**config.mk**
```make
export PLATFORM = sky130hd
export DESIGN_NAME = zap_hit_sequencer_flat
export DESIGN_NICKNAME = d
export VERILOG_FILES = /design/src/rtl/zap_pkg.sv /design/src/rtl/zap_hit_sequencer_if.sv /design/src/rtl/zap_next_target.sv /design/src/rtl/zap_hit_sequencer.sv /design/src/flat_wrapper.sv
export SDC_FILE = /design/constraint.sdc
export NUM_CORES = 1
export LEC_CHECK = 0
export BUFFER_PORTS_ARGS = -buffer_cell sky130_fd_sc_hd__buf_4
export CAP_MARGIN = 20
export CORE_MARGIN = 2
export CORE_UTILIZATION = 54
export CTS_CLUSTER_DIAMETER = 200
export CTS_CLUSTER_SIZE = 10
export DETAILED_ROUTE_END_ITERATION = 8
export HOLD_SLACK_MARGIN = 0.08
export PLACE_DENSITY = 0.75
export SLEW_MARGIN = 20
export SYNTH_ARGS = -nofsm -noshare
export SYNTH_HDL_FRONTEND = slang
export SYNTH_SLANG_ARGS = --single-unit
```
**constraint.sdc**
```tcl
create_clock -name clk -period 2 [get_ports clk]
set_input_delay 0.2 -clock clk [delete_from_list [all_inputs] [get_ports clk]]
set_output_delay 0.2 -clock clk [all_outputs]
set_load 0.02 [all_outputs]
```
**src/rtl/zap_pkg.sv**
```systemverilog
// Shared types and helpers for the Zapper hit sequencer.
// Holds the state enum, target limit and one-hot helper.
package zap_pkg;

  localparam int MAX_TARGETS = 16;
  localparam int MAX_IDX_W   = 4;

  typedef enum logic [2:0] {
    IDLE,
    ARM,
    BLANK,
    SCAN,
    DONE,
    REARM
  } zap_state_e;

  function automatic logic [MAX_TARGETS-1:0] onehot(
    input logic [MAX_IDX_W-1:0] idx
  );
    onehot      = '0;
    onehot[idx] = 1'b1;
  endfunction

endpackage

```
**src/rtl/zap_hit_sequencer_if.sv**
```systemverilog
// Handshake bundle between game/video side and the hit sequencer.
// Optional cheat pulse exists only with ZAP_CHEAT_DETECT_EN.
interface zap_hit_sequencer_if #(
  parameter int NUM_TARGETS = 4,
  parameter int IDX_W       = 2
) ();

  logic                   frame_start;
  logic                   shot;
  logic                   hit;
  logic [NUM_TARGETS-1:0] target_mask;
  logic                   busy;
  logic                   blank_screen;
  logic [NUM_TARGETS-1:0] highlight;
  logic                   result_valid;
  logic                   result_hit;
  logic [IDX_W-1:0]       result_idx;
`ifdef ZAP_CHEAT_DETECT_EN
  logic                   cheat;
`endif

  modport master (
    output frame_start,
    output shot,
    output hit,
    output target_mask,
    input  busy,
    input  blank_screen,
    input  highlight,
    input  result_valid,
    input  result_hit,
`ifdef ZAP_CHEAT_DETECT_EN
    input  cheat,
`endif
    input  result_idx
  );

  modport slave (
    input  frame_start,
    input  shot,
    input  hit,
    input  target_mask,
    output busy,
    output blank_screen,
    output highlight,
    output result_valid,
    output result_hit,
`ifdef ZAP_CHEAT_DETECT_EN
    output cheat,
`endif
    output result_idx
  );

endinterface

```
**src/rtl/zap_next_target.sv**
```systemverilog
// Priority finder: lowest set mask bit at or above i_from.
// Used both for the first-target search and for advancing.
module zap_next_target
  import zap_pkg::*;
#(
  parameter int NUM_TARGETS = 4,
  parameter int IDX_W       = 2
) (
  input  logic [NUM_TARGETS-1:0] i_mask,
  input  logic [IDX_W-1:0]       i_from,
  output logic [IDX_W-1:0]       o_idx,
  output logic                   o_found
);

  // scan from the top so the lowest eligible bit wins
  always_comb begin
    o_idx   = '0;
    o_found = 1'b0;
    for (int i = NUM_TARGETS - 1; i >= 0; i--) begin
      if (i_mask[i] && (i >= int'(i_from))) begin
        o_idx   = IDX_W'(i);
        o_found = 1'b1;
      end
    end
  end

endmodule

```
**src/rtl/zap_hit_sequencer.sv**
```systemverilog
// Frame-level Zapper hit sequencer: blank frame(s), then one lit target per frame.
// Build option ZAP_CHEAT_DETECT_EN flags light seen during blanking.
module zap_hit_sequencer
  import zap_pkg::*;
#(
  parameter int NUM_TARGETS  = 4,
  parameter int IDX_W        = 2,
  parameter int BLANK_FRAMES = 1
) (
  input  logic               clk,
  input  logic               reset,
  zap_hit_sequencer_if.slave io_bus
);

  zap_state_e             r_state, w_state_nxt;
  logic [NUM_TARGETS-1:0] r_mask, w_mask_nxt;
  logic [IDX_W-1:0]       r_idx, w_idx_nxt;
  logic [1:0]             r_frame_cnt, w_cnt_nxt;
  logic                   r_hit_flag, w_hflag_nxt;
  logic                   r_busy, w_busy_nxt;
  logic                   r_blank, w_blank_nxt;
  logic [NUM_TARGETS-1:0] r_hl, w_hl_nxt;
  logic                   r_rv, w_rv_nxt;
  logic                   r_rh, w_rh_nxt;
  logic [IDX_W-1:0]       r_ri, w_ri_nxt;
`ifdef ZAP_CHEAT_DETECT_EN
  logic                   r_cheat_flag, w_cflag_nxt;
  logic                   r_cheat, w_cheat_nxt;
`endif

  logic                   w_go_done;
  logic                   w_cnt_last;
  logic [NUM_TARGETS-1:0] w_oh_cur;
  logic [NUM_TARGETS-1:0] w_oh_next;
  logic [NUM_TARGETS-1:0] w_srch_mask;
  logic [IDX_W-1:0]       w_srch_from;
  logic [IDX_W-1:0]       w_next_idx;
  logic                   w_found;

  assign w_oh_cur   = NUM_TARGETS'(onehot(MAX_IDX_W'(r_idx)));
  assign w_oh_next  = NUM_TARGETS'(onehot(MAX_IDX_W'(w_next_idx)));
  assign w_cnt_last = (r_frame_cnt == 2'(BLANK_FRAMES - 1));

  // in SCAN drop the current target, elsewhere search from bit 0
  assign w_srch_mask = (r_state == SCAN) ? (r_mask & ~w_oh_cur) : r_mask;
  assign w_srch_from = (r_state == SCAN) ? r_idx : '0;

  zap_next_target #(
    .NUM_TARGETS (NUM_TARGETS),
    .IDX_W       (IDX_W)
  ) u_next (
    .i_mask  (w_srch_mask),
    .i_from  (w_srch_from),
    .o_idx   (w_next_idx),
    .o_found (w_found)
  );

  // next-state and next-output decode
  always_comb begin
    w_state_nxt = r_state;
    w_mask_nxt  = r_mask;
    w_idx_nxt   = r_idx;
    w_cnt_nxt   = r_frame_cnt;
    w_hflag_nxt = r_hit_flag;
    w_busy_nxt  = r_busy;
    w_blank_nxt = r_blank;
    w_hl_nxt    = r_hl;
    w_rv_nxt    = 1'b0;
    w_rh_nxt    = 1'b0;
    w_ri_nxt    = '0;
    w_go_done   = 1'b0;
`ifdef ZAP_CHEAT_DETECT_EN
    w_cflag_nxt = r_cheat_flag;
    w_cheat_nxt = 1'b0;
`endif
    unique case (r_state)
      IDLE: begin
        if (io_bus.shot) begin
          w_mask_nxt  = io_bus.target_mask;
          w_idx_nxt   = '0;
          w_busy_nxt  = 1'b1;
          w_state_nxt = ARM;
        end
      end
      ARM: begin
        if (io_bus.frame_start) begin
          w_blank_nxt = 1'b1;
          w_cnt_nxt   = '0;
          w_hflag_nxt = 1'b0;
`ifdef ZAP_CHEAT_DETECT_EN
          w_cflag_nxt = 1'b0;
`endif
          w_state_nxt = BLANK;
        end
      end
      BLANK: begin
`ifdef ZAP_CHEAT_DETECT_EN
        if (io_bus.hit) w_cflag_nxt = 1'b1;
`endif
        if (io_bus.frame_start) begin
          w_cnt_nxt = r_frame_cnt + 2'd1;
          if (w_cnt_last) begin
`ifdef ZAP_CHEAT_DETECT_EN
            if (r_cheat_flag || io_bus.hit) begin
              w_go_done   = 1'b1;
              w_cheat_nxt = 1'b1;
            end else
`endif
            if (w_found) begin
              w_idx_nxt   = w_next_idx;
              w_hl_nxt    = w_oh_next;
              w_hflag_nxt = 1'b0;
              w_state_nxt = SCAN;
            end else begin
              w_go_done = 1'b1;
            end
          end
        end
      end
      SCAN: begin
        if (io_bus.hit) w_hflag_nxt = 1'b1;
        if (io_bus.frame_start) begin
          if (r_hit_flag || io_bus.hit) begin
            w_go_done = 1'b1;
            w_rh_nxt  = 1'b1;
            w_ri_nxt  = r_idx;
          end else begin
            w_mask_nxt  = r_mask & ~w_oh_cur;
            w_hflag_nxt = 1'b0;
            if (w_found) begin
              w_idx_nxt = w_next_idx;
              w_hl_nxt  = w_oh_next;
            end else begin
              w_go_done = 1'b1;
            end
          end
        end
      end
      DONE: begin
        w_state_nxt = REARM;
      end
      REARM: begin
        if (!io_bus.shot) w_state_nxt = IDLE;
      end
      default: begin
        w_state_nxt = IDLE;
      end
    endcase
    if (w_go_done) begin
      w_state_nxt = DONE;
      w_busy_nxt  = 1'b0;
      w_blank_nxt = 1'b0;
      w_hl_nxt    = '0;
      w_rv_nxt    = 1'b1;
    end
  end

  // state and registered outputs, synchronous active-low reset
  always_ff @(posedge clk) begin
    if (!reset) begin
      r_state      <= IDLE;
      r_mask       <= '0;
      r_idx        <= '0;
      r_frame_cnt  <= '0;
      r_hit_flag   <= 1'b0;
      r_busy       <= 1'b0;
      r_blank      <= 1'b0;
      r_hl         <= '0;
      r_rv         <= 1'b0;
      r_rh         <= 1'b0;
      r_ri         <= '0;
`ifdef ZAP_CHEAT_DETECT_EN
      r_cheat_flag <= 1'b0;
      r_cheat      <= 1'b0;
`endif
    end else begin
      r_state      <= w_state_nxt;
      r_mask       <= w_mask_nxt;
      r_idx        <= w_idx_nxt;
      r_frame_cnt  <= w_cnt_nxt;
      r_hit_flag   <= w_hflag_nxt;
      r_busy       <= w_busy_nxt;
      r_blank      <= w_blank_nxt;
      r_hl         <= w_hl_nxt;
      r_rv         <= w_rv_nxt;
      r_rh         <= w_rh_nxt;
      r_ri         <= w_ri_nxt;
`ifdef ZAP_CHEAT_DETECT_EN
      r_cheat_flag <= w_cflag_nxt;
      r_cheat      <= w_cheat_nxt;
`endif
    end
  end

  assign io_bus.busy         = r_busy;
  assign io_bus.blank_screen = r_blank;
  assign io_bus.highlight    = r_hl;
  assign io_bus.result_valid = r_rv;
  assign io_bus.result_hit   = r_rh;
  assign io_bus.result_idx   = r_ri;
`ifdef ZAP_CHEAT_DETECT_EN
  assign io_bus.cheat        = r_cheat;
`endif

endmodule

```
**src/flat_wrapper.sv**
```systemverilog
// flat-port wrapper written by rule: the top's interface ports become plain ports
module zap_hit_sequencer_flat import zap_pkg::*;
#(
  parameter int NUM_TARGETS  = 4,
  parameter int IDX_W        = 2,
  parameter int BLANK_FRAMES = 1
)
  (clk, reset, io_bus_frame_start, io_bus_shot, io_bus_hit, io_bus_target_mask, io_bus_busy, io_bus_blank_screen, io_bus_highlight, io_bus_result_valid, io_bus_result_hit, io_bus_result_idx);
  zap_hit_sequencer_if #(.NUM_TARGETS(NUM_TARGETS), .IDX_W(IDX_W)) io_bus_i ();
  input  logic clk;
  input  logic reset;
  input wire logic [$bits(io_bus_i.frame_start)-1:0] io_bus_frame_start;
  input wire logic [$bits(io_bus_i.shot)-1:0] io_bus_shot;
  input wire logic [$bits(io_bus_i.hit)-1:0] io_bus_hit;
  input wire logic [$bits(io_bus_i.target_mask)-1:0] io_bus_target_mask;
  output wire logic [$bits(io_bus_i.busy)-1:0] io_bus_busy;
  output wire logic [$bits(io_bus_i.blank_screen)-1:0] io_bus_blank_screen;
  output wire logic [$bits(io_bus_i.highlight)-1:0] io_bus_highlight;
  output wire logic [$bits(io_bus_i.result_valid)-1:0] io_bus_result_valid;
  output wire logic [$bits(io_bus_i.result_hit)-1:0] io_bus_result_hit;
  output wire logic [$bits(io_bus_i.result_idx)-1:0] io_bus_result_idx;
  assign io_bus_i.frame_start = io_bus_frame_start;
  assign io_bus_i.shot = io_bus_shot;
  assign io_bus_i.hit = io_bus_hit;
  assign io_bus_i.target_mask = io_bus_target_mask;
  assign io_bus_busy = io_bus_i.busy;
  assign io_bus_blank_screen = io_bus_i.blank_screen;
  assign io_bus_highlight = io_bus_i.highlight;
  assign io_bus_result_valid = io_bus_i.result_valid;
  assign io_bus_result_hit = io_bus_i.result_hit;
  assign io_bus_result_idx = io_bus_i.result_idx;
  zap_hit_sequencer #(.NUM_TARGETS(NUM_TARGETS), .IDX_W(IDX_W), .BLANK_FRAMES(BLANK_FRAMES)) u_core (.clk(clk), .reset(reset), .io_bus(io_bus_i));
endmodule
```
==> impl_metrics.py, run 1 <==
metrics = {
    "yosys": {
        "synth_top_area_share_pct": 37.6,
        "synth_area_leaders": "dfxtp_1 38%, nand2_1 5.8%, a21oi_1 3.4%, o21ai_0 3.4%, nor2_1 3.2%",
        "synth_flop_cell": "dfxtp_1",
        "yosysWarnings": 0,
        "synth_top_cell_by_area": "dfxtp_1",
        "yosysSeqAreaShare_pct": 37.6,
        "postSynth.asyncResetShare_pct": 0,
        "synth_fp_nets": 145,
        "syn-cell-area_um2": 1170,
        "ys_seq_elements": 22,
        "netlist-cell-type-count": 44,
        "syn_avg_cell_area_um2": 8.68,
        "syn_inst": 135,
        "synth_edf_count": 0,
    },
    "power": {
        "p_sw_uw": 325,
        "max-vdd-ir-drop_mv": 0.567,
        "p_comb_share_pct": 24.2,
        "switching_share_pct": 32.6,
        "pwr-share-seq_pct": 51.1,
        "total_power_uw": 996,
        "p_int_uw": 672,
        "power.density_nw_per_um2": 740,
        "p_clk_share_pct": 24.8,
        "p_leak_uw": 0.000569,
    },
    "flow_run": {
        "cap_violations": 0,
    },
    "floorplan": {
        "die_area_um2": 2560,
        "die_h_um": 50.6,
        "rows": 16,
        "initial_core_util_pct": 58.6,
        "core_area_um2": 2000,
        "num_io_pins": 19,
        "die-width_um": 50.6,
    },
    "clock_tree": {
        "cts_resized": 0,
        "cts_buffers": 3,
        "clk_path_buf_depth": 2,
        "cts.sinks": 22,
        "cts_max_level": 1,
        "hold_buffers": 0,
        "cts-root-buf": "clkbuf_4",
        "clkLatencyLatePin_ns": 0.31,
        "clkTransAtPathRegs_ns": 0.12,
        "post_cts_buffers": 0,
        "tritoncts": "yes",
    },
    "global_route": {
        "grtUsageMet1_pct": 29.4,
        "grt.overflow.total": 0,
        "grt_pass1_vias": 986,
        "busiest_layer": "met2",
        "track_usage_pct": 22.8,
        "use_met3_pct": 5.65,
        "met2_usage_pct": 35.3,
        "antenna_found_initial": 0,
        "grt_pass1_wl_um": 4370,
        "grt_max_degree": 14,
    },
    "route": {
        "firstDrtPassIters": 4,
        "drt_iter0_markers": 27,
        "vias": 1065,
        "via_per_inst": 5.92,
        "drc": 0,
        "wl_um": 2540,
        "ant_nets": 0,
        "wl_per_cell_um": 14.1,
    },
    "worst_setup_path": {
        "cp-end-kind": "flop",
        "ff2ff_setup_slack_ns": 0.13,
        "worstSetupStartpointType": "flop",
        "reg2reg_to": "u_core.r_idx[0]",
        "cp.required_ns": 2.21,
        "setup.worst_path.start": "u_core.r_state[0]",
        "crit_fanout": 13,
        "reg2reg_depth": 5,
        "reg2reg_from": "u_core.r_state[0]",
        "cp.arrival_ns": 2.08,
        "criticalPathCategory": "flop to flop",
        "worstSetupEndpoint": "u_core.r_idx[0]",
    },
    "layout": {
        "syn_to_final_growth_pct": 14.8,
        "num-fill-cells": 171,
        "layout_common_cells": "22 x dfxtp_1, 19 x buf_4, 18 x nand2_1, 10 x nor2_1",
        "drive_above_1_share_pct": 24.2,
        "multi_input_area_um2": 663,
        "n_antenna_cell": 0,
        "final_common_cell": "dfxtp_1",
        "nets": 164,
        "final-seq-area_um2": 440,
    },
    "place": {
        "port_buffers": 18,
        "place_congestion": 0.900,
        "hpwl_um": 1920,
    },
    "timing": {
        "worst_slew_pin_slew_ns": 0.538,
        "skew_ns": 0.00848,
        "period_share_pct": 93.3,
        "fin_hold_ws_ns": 0.0971,
        "hold_viol": 0,
        "post-route-min-period_ns": 1.87,
        "rsz0062_at_grt": "false",
        "setup_viol": 0,
        "tns_ns": 0,
        "slew_viol_final": 0,
        "slew_headroom_pct": 64.1,
        "fmax_mhz": 536,
    },
    "run_status": {
        "status": "complete, no violations",
    },
    "hold_path": {
        "hp-class": "primary input to flop",
    },
}
## power by group through the flow
stage | registers, µW | clock network (µW) | logic, µW
2_1_floorplan | 498 | 0 | 197
3_3_place_gp | 516 | 0 | 233
3_5_place_dp | 519 | 0 | 237
4_1_cts | 508 | 252 | 239
5_1_grt | 516 | 271 | 266
6_report | 509 | 247 | 241
## cell type report
| cell class | instances | share of cell area (%) |
|---|---|---|
| Multi-Input combinational cell | 100 | 49.3 |
| Sequential cell | 22 | 32.7 |
| Timing Repair Buffer | 19 | 10.6 |
| Clock buffer | 4 | 2.70 |
| Tap cell | 27 | 2.51 |
| Inverter | 8 | 2.23 |
## flip-flops by register name (all words and copies together) (netlist names)
| name | flops |
|---|---|
| u_core.r_mask | 4 |
| u_core.io_bus.result_hit | 1 |
| u_core.r_state | 3 |
| u_core.io_bus.busy | 1 |
| u_core.r_hit_flag | 1 |
| u_core.r_idx | 2 |
| u_core.io_bus.result_idx | 2 |
| u_core.r_frame_cnt | 2 |
| u_core.io_bus.result_valid | 1 |
| u_core.io_bus.highlight | 4 |
| u_core.io_bus.blank_screen | 1 |
## layer usage
layer	share of wire, %	wire length, µm	vias to the layer above
met1	44	1110	489
met3	7.9	200	6
met2	46	1170	47
met4	2.2	57	0
met5	0	0	-
li1	-	-	523
## worst min path at each step
stage | startpoint | end | cells after the start
detailed placement | io_bus_target_mask[1] | u_core.r_mask[1] | 3
floorplan | io_bus_target_mask[1] | u_core.r_mask[1] | 2
finish | io_bus_target_mask[1] | u_core.r_mask[1] | 3
CTS | io_bus_target_mask[1] | u_core.r_mask[1] | 3
global placement | io_bus_target_mask[1] | u_core.r_mask[1] | 3
global route | io_bus_target_mask[1] | u_core.r_mask[1] | 3
## cell usage after synthesis (2+ instances only)
master	instances
dfxtp_1	22
nand2_1	18
nor2_1	10
a21oi_1	8
inv_1	8
o21ai_0	8
a211oi_1	4
and3_1	4
nand3_1	4
a31oi_1	3
mux2i_1	3
o211ai_1	3
a22o_1	2
a311oi_1	2
and2_1	2
buf_6	2
nand4_1	2
nor2_4	2
nor2b_1	2
or2_2	2
## critical path, stage by stage (launching register included)
cell and delay, ns:
dfxtp_1 0.68, buf_4 0.24, mux2i_1 0.32, nor2_4 0.11
and3_1 0.20, a22o_1 0.22
## through the flow
| stage | cell area [µm²] | std cells | utilization, % | setup slack [ns] |
|---|---|---|---|---|
| floorplan | 1170 | 135 | - | 0.554 |
| global placement | 1310 | 176 | 65.4 | 0.237 |
| detailed placement | 1310 | 176 | 65.4 | 0.174 |
| CTS | 1350 | 180 | 67.3 | 0.152 |
| global route | 1350 | 180 | 67.3 | 0.0155 |
| finish | 1350 | 180 | 67.3 | 0.133 |
## logic make-up after synthesis
group | share of synthesized area (%)
and+or+nand+nor | 26.6
AOI/OAI and AO/OA | 26.4
DFF | 37.6
buffers and inverters | 5.87
muxes | 2.56
adders and majority gates | 1.07
No activity file was read; power rests on OpenSTA's default activity.
==> inputs of run 2 (changes only) <==
--- a/config.mk
+++ b/config.mk
@@ -5,15 +5,17 @@
 export SDC_FILE = /design/constraint.sdc
 export NUM_CORES = 1
 export LEC_CHECK = 0
-export BUFFER_PORTS_ARGS = -buffer_cell sky130_fd_sc_hd__buf_4
+export BUFFER_PORTS_ARGS = -buffer_cell sky130_fd_sc_hd__buf_2
 export CAP_MARGIN = 20
+export CELL_PAD_IN_SITES_DETAIL_PLACEMENT = 2
+export CELL_PAD_IN_SITES_GLOBAL_PLACEMENT = 2
 export CORE_MARGIN = 2
-export CORE_UTILIZATION = 54
+export CORE_UTILIZATION = 33
 export CTS_CLUSTER_DIAMETER = 200
 export CTS_CLUSTER_SIZE = 10
 export DETAILED_ROUTE_END_ITERATION = 8
 export HOLD_SLACK_MARGIN = 0.08
-export PLACE_DENSITY = 0.75
+export PLACE_DENSITY = 0.76
 export SLEW_MARGIN = 20
 export SYNTH_ARGS = -nofsm -noshare
 export SYNTH_HDL_FRONTEND = slang
==> run 2 against run 1 <==
Non-clock buffer count is 2 higher. Sequential cell count stayed put. Count of clock-buffer cells in the layout fell by 1. Final cell count up 11%. Total power down 2.1%. Largest cell class unchanged.
==> impl_metrics.py, run 2 (synthesis gave the netlist of run 1 again) <==
metrics = {
    "worst_setup_path": {
        "cp.required_ns": 2.20,
        "worstSetupStartpointType": "flop",
        "criticalPathCategory": "flop to flop",
        "cp.arrival_ns": 2.04,
        "max_stage_delay_ns": 0.65,
        "crit_fanout": 11,
        "cp-end-kind": "flop",
        "cp_top_family": "compound AO/OA/AOI/OAI gates",
        "worst-path-buf-inv": 0,
        "crit_slowest_cell": "dfxtp_1",
        "cp_cell_sequence": "nand3b_4 > o211ai_4 > o21ai_2 > o21bai_2 > a211oi_1",
    },
    "hold_path": {
        "hp-class": "primary input to flop",
    },
    "clock_tree": {
        "cts_max_level": 1,
        "cts_buffers": 3,
        "clkTransAtPathRegs_ns": 0.13,
        "clk_path_buf_depth": 2,
        "cts.sinks": 22,
        "cts_resized": 0,
        "cts-root-buf": "clkbuf_4",
        "clkLatencyLatePin_ns": 0.32,
        "tritoncts": "yes",
        "hold_buffers": 0,
        "post_cts_buffers": 0,
    },
    "timing": {
        "worst_slew_pin_slew_ns": 0.487,
        "post-route-min-period_ns": 1.84,
        "fmax_mhz": 544,
        "slew_headroom_pct": 67.5,
        "skew_ns": 0.00554,
        "slew_viol_final": 0,
        "hold_viol": 0,
        "setup_viol": 0,
        "period_share_pct": 91.9,
        "tns_ns": 0,
        "rsz0062_at_grt": "false",
    },
    "floorplan": {
        "die_area_um2": 4050,
        "rows": 21,
        "die-width_um": 63.6,
        "num_io_pins": 19,
        "initial_core_util_pct": 34.9,
        "die_h_um": 63.6,
        "core_area_um2": 3360,
    },
    "layout": {
        "drive_above_1_share_pct": 25.3,
        "nets": 166,
        "layout_common_cells": "21 x dfxtp_1, 18 x nand2_1, 18 x buf_2, 10 x nor2_1",
        "final_common_cell": "dfxtp_1",
        "syn_to_final_growth_pct": 13.2,
        "n_antenna_cell": 0,
    },
    "global_route": {
        "grtUsageMet1_pct": 24.1,
        "met2_usage_pct": 30.0,
        "antenna_found_initial": 0,
        "grt.overflow.total": 0,
        "busiest_layer": "met2",
        "grt_pass1_wl_um": 5730,
        "use_met3_pct": 3.04,
        "grt_pass1_vias": 1130,
        "track_usage_pct": 18.4,
        "grt_max_degree": 14,
    },
    "power": {
        "pwr-share-seq_pct": 52.6,
        "p_sw_uw": 347,
        "p_int_uw": 628,
        "p_leak_uw": 0.000566,
        "switching_share_pct": 35.6,
        "power.density_nw_per_um2": 734,
        "p_comb_share_pct": 25.3,
        "max-vdd-ir-drop_mv": 0.264,
        "p_clk_share_pct": 22.1,
        "total_power_uw": 975,
    },
    "route": {
        "wl_um": 3430,
        "drt_iter0_markers": 18,
        "via_per_inst": 5.40,
        "vias": 1080,
        "drc": 0,
        "wl_per_cell_um": 17.2,
        "firstDrtPassIters": 4,
        "ant_nets": 0,
    },
    "flow_run": {
        "cap_violations": 0,
    },
    "run_status": {
        "status": "complete, no violations",
    },
    "place": {
        "place_congestion": 0.823,
        "hpwl_um": 2650,
        "port_buffers": 18,
    },
}
[run 2: cell type report]
class / count / area [µm²]
clock buffers: 3 / 22.5
fillers: 416 / 2040
inverters: 8 / 30.0
multi-input cells: 100 / 663
flip-flops and latches: 22 / 442
well taps: 46 / 57.6
repair buffers: 21 / 113
[run 2: worst paths after layout]
path	endpoint	depth (start not counted)	slack (ns)	start
max	u_core.io_bus.highlight[2]	5	0.16	u_core.r_state[1]
min	u_core.r_mask[1]	3	0.10	io_bus_target_mask[1]
max reg2reg	u_core.io_bus.highlight[2]	5	0.16	u_core.r_state[1]
min reg2reg	u_core.io_bus.blank_screen	2	0.48	u_core.io_bus.blank_screen
[run 2: power by group through the flow]
| stage | Sequential, µW | Clock (µW) | Combinational (µW) |
|---|---|---|---|
| global placement | 518 | 0 | 238 |
| finish | 513 | 215 | 247 |
| global route | 519 | 236 | 274 |
| CTS | 512 | 224 | 248 |
| detailed placement | 522 | 0 | 247 |
| floorplan | 498 | 0 | 197 |
[run 2: per-stage QoR]
stage                     hold slack, ns  worst slack (ns)  utilization [%]  instances  area, µm²
final                              0.101             0.162             39.5        200       1330
after global routing               0.109            0.0208             39.5        200       1330
after CTS                          0.101            0.0197             39.4        200       1330
after detailed placement           0.433            0.0521             38.8        197       1300
after global placement             0.418             0.141             38.8        197       1300
after floorplan                    0.332             0.554                -        135       1170
[run 2: worst register-to-register path, cell delays in order, from the launching register on]
cell	delay, ns
dfxtp_1	0.65
nand3b_4	0.18
o211ai_4	0.28
o21ai_2	0.15
o21bai_2	0.36
a211oi_1	0.10
[run 2: per-layer routing]
layer / vias to the layer above / share of wire, %
met1: 530 / 49
met4: 0 / 1.7
li1: 523 / -
met5: - / 0
met3: 5 / 2.8
met2: 22 / 47
==> inputs of run 3 (changes only) <==
--- a/config.mk
+++ b/config.mk
@@ -6,10 +6,8 @@
 export NUM_CORES = 1
 export LEC_CHECK = 0
 export BUFFER_PORTS_ARGS = -buffer_cell sky130_fd_sc_hd__buf_2
-export CAP_MARGIN = 20
 export CELL_PAD_IN_SITES_DETAIL_PLACEMENT = 2
 export CELL_PAD_IN_SITES_GLOBAL_PLACEMENT = 2
-export CORE_MARGIN = 2
 export CORE_UTILIZATION = 33
 export CTS_CLUSTER_DIAMETER = 200
 export CTS_CLUSTER_SIZE = 10
==> run 3 against run 2 <==
Critical path depth grew 1. Wire length grew 1.4%. Via count grew 2.7%. Sequential share of layout area shrank 0.093 points. Final area grew 0.57%. Fmax grew 3.4%. Register-to-register slack gained 0.06 ns. Non-clock buffer count shrank 1. Clock power grew 17%. Largest power group unchanged.
==> impl_metrics.py, run 3 (synthesis gave the netlist of run 1 again) <==
metrics = {
    "timing": {
        "fmax_mhz": 563,
        "tns_ns": 0,
        "post-route-min-period_ns": 1.78,
        "fin_ws_ns": 0.223,
        "skew_ns": 0.0135,
        "slew_viol_final": 0,
        "rsz0062_at_grt": "false",
        "setup_viol": 0,
        "slew_headroom_pct": 73.5,
        "period_share_pct": 88.8,
        "worst_slew_pin_slew_ns": 0.396,
        "hold_viol": 0,
    },
    "route": {
        "ant_nets": 0,
        "drt_iter0_markers": 14,
        "wl_per_cell_um": 17.4,
        "drc": 0,
        "wl_um": 3480,
        "via_per_inst": 5.55,
        "vias": 1109,
        "firstDrtPassIters": 4,
    },
    "place": {
        "port_buffers": 18,
        "placedInstanceArea_um2": 1300,
        "pre_cts_slack_ns": 0.112,
        "hpwl_um": 2570,
        "place_congestion": 0.809,
    },
    "worst_setup_path": {
        "cp.arrival_ns": 2.03,
        "setup.worst_path.start": "u_core.r_frame_cnt[0]",
        "reg2reg_depth": 6,
        "reg2reg_to": "u_core.r_idx[1]",
        "cp_cell_sequence": "inv_1 > ha_1 > mux2i_1 > nor2_4 > a211oi_2 > a22o_1",
        "cp-end-kind": "flop",
        "cp.required_ns": 2.26,
        "ff2ff_setup_slack_ns": 0.22,
        "worstSetupStartpointType": "flop",
        "crit_slowest_cell": "dfxtp_1",
        "reg2reg_from": "u_core.r_frame_cnt[0]",
        "max_stage_delay_ns": 0.40,
        "criticalPathCategory": "flop to flop",
        "crit_fanout": 10,
    },
    "clock_tree": {
        "cts.sinks": 22,
        "clk_path_buf_depth": 2,
        "tritoncts": "yes",
        "clkTransAtPathRegs_ns": 0.13,
        "cts_buffers": 3,
        "clkLatencyLatePin_ns": 0.31,
        "post_cts_buffers": 0,
        "cts-root-buf": "clkbuf_4",
        "cts_max_level": 1,
    },
    "floorplan": {
        "die-width_um": 61.6,
        "rows": 21,
        "initial_core_util_pct": 34.9,
        "num_io_pins": 19,
        "die_h_um": 61.6,
        "core_area_um2": 3360,
        "die_area_um2": 3800,
    },
    "layout": {
        "drive_above_1_share_pct": 26.0,
        "nets": 165,
        "final_common_cell": "dfxtp_1",
        "final-seq-area_um2": 443,
        "design_area_um2": 1340,
        "syn_to_final_growth_pct": 13.9,
        "multi_input_area_um2": 663,
        "n_antenna_cell": 0,
        "layout_common_cells": "20 x dfxtp_1, 18 x nand2_1, 18 x buf_2, 10 x nor2_1",
        "num-fill-cells": 411,
    },
    "global_route": {
        "grt.overflow.total": 0,
        "antenna_found_initial": 0,
        "grt_max_degree": 14,
        "track_usage_pct": 20.8,
        "grt_pass1_vias": 1096,
        "grt_pass1_wl_um": 5620,
    },
    "hold_path": {
        "hp-class": "primary input to flop",
        "min-delay-start": "io_bus_target_mask[1]",
        "hold_end": "u_core.r_mask[1]",
        "whs_path_depth": 3,
    },
    "power": {
        "pwr-share-seq_pct": 51.1,
        "total_power_uw": 1010,
        "p_comb_share_pct": 24.1,
        "switching_share_pct": 34.3,
        "p_clk_share_pct": 24.8,
        "max-vdd-ir-drop_mv": 0.232,
        "p_sw_uw": 346,
        "p_int_uw": 665,
        "power.density_nw_per_um2": 757,
        "p_leak_uw": 0.000569,
    },
    "run_status": {
        "status": "complete, no violations",
    },
    "flow_run": {
        "cap_violations": 0,
    },
}
-- run 3: worst max-delay path by stage --
stage	end	slack [ns]
after detailed placement	u_core.io_bus.busy	0.11
after CTS	u_core.io_bus.busy	0.09
after floorplan	u_core.r_idx[0]	0.55
after global routing	u_core.r_mask[0]	0.13
after global placement	u_core.r_state[1]	0.20
final	u_core.r_idx[1]	0.22
-- run 3: what timing repair did --
item,CTS,global route
endpoints found under the setup margin,0,12
hold buffers,0,0
gates resized for setup,0,2
-- run 3: layout make-up --
cell class / count / share of cell area, %
clock buffers: 4 / 2.72
repair buffers: 20 / 7.87
well taps: 46 / 4.31
inverters: 8 / 2.25
multi-input cells: 100 / 49.7
flip-flops and latches: 22 / 33.2
-- run 3: critical path: cells and delay by family, from the launching register on --
| family | cells | cell delay, ns |
|---|---|---|
| fa+ha+maj | 1 | 0.26 |
| simple gates | 1 | 0.12 |
| mux | 1 | 0.31 |
| flops | 1 | 0.40 |
| buf+inv | 1 | 0.08 |
| compound gates | 2 | 0.55 |
-- run 3: per-layer routing --
| layer | up-vias | track usage, % | wire (µm) |
|---|---|---|---|
| li1 | 526 | - | - |
| met1 | 562 | 28.2 | 1710 |
| met2 | 19 | 34.1 | 1650 |
| met3 | 2 | 3.15 | 96 |
| met4 | 0 | 6.03 | 23 |
| met5 | - | 0 | 0 |
-- run 3: metrics by stage --
step / cells / util [%] / hold WS [ns]
floorplan: 135 / - / 0.332
global placement: 196 / 38.5 / 0.418
detailed placement: 196 / 38.5 / 0.440
CTS: 200 / 39.6 / 0.118
global route: 200 / 39.7 / 0.133
finish: 200 / 39.7 / 0.127
-- run 3: power by group through the flow --
stage               Clock [µW]  Sequential, µW  Combinational (µW)
detailed placement           0             524                 242
global placement             0             520                 235
finish                     251             516                 244
global route               277             522                 271
CTS                        263             515                 247
floorplan                    0             498                 197
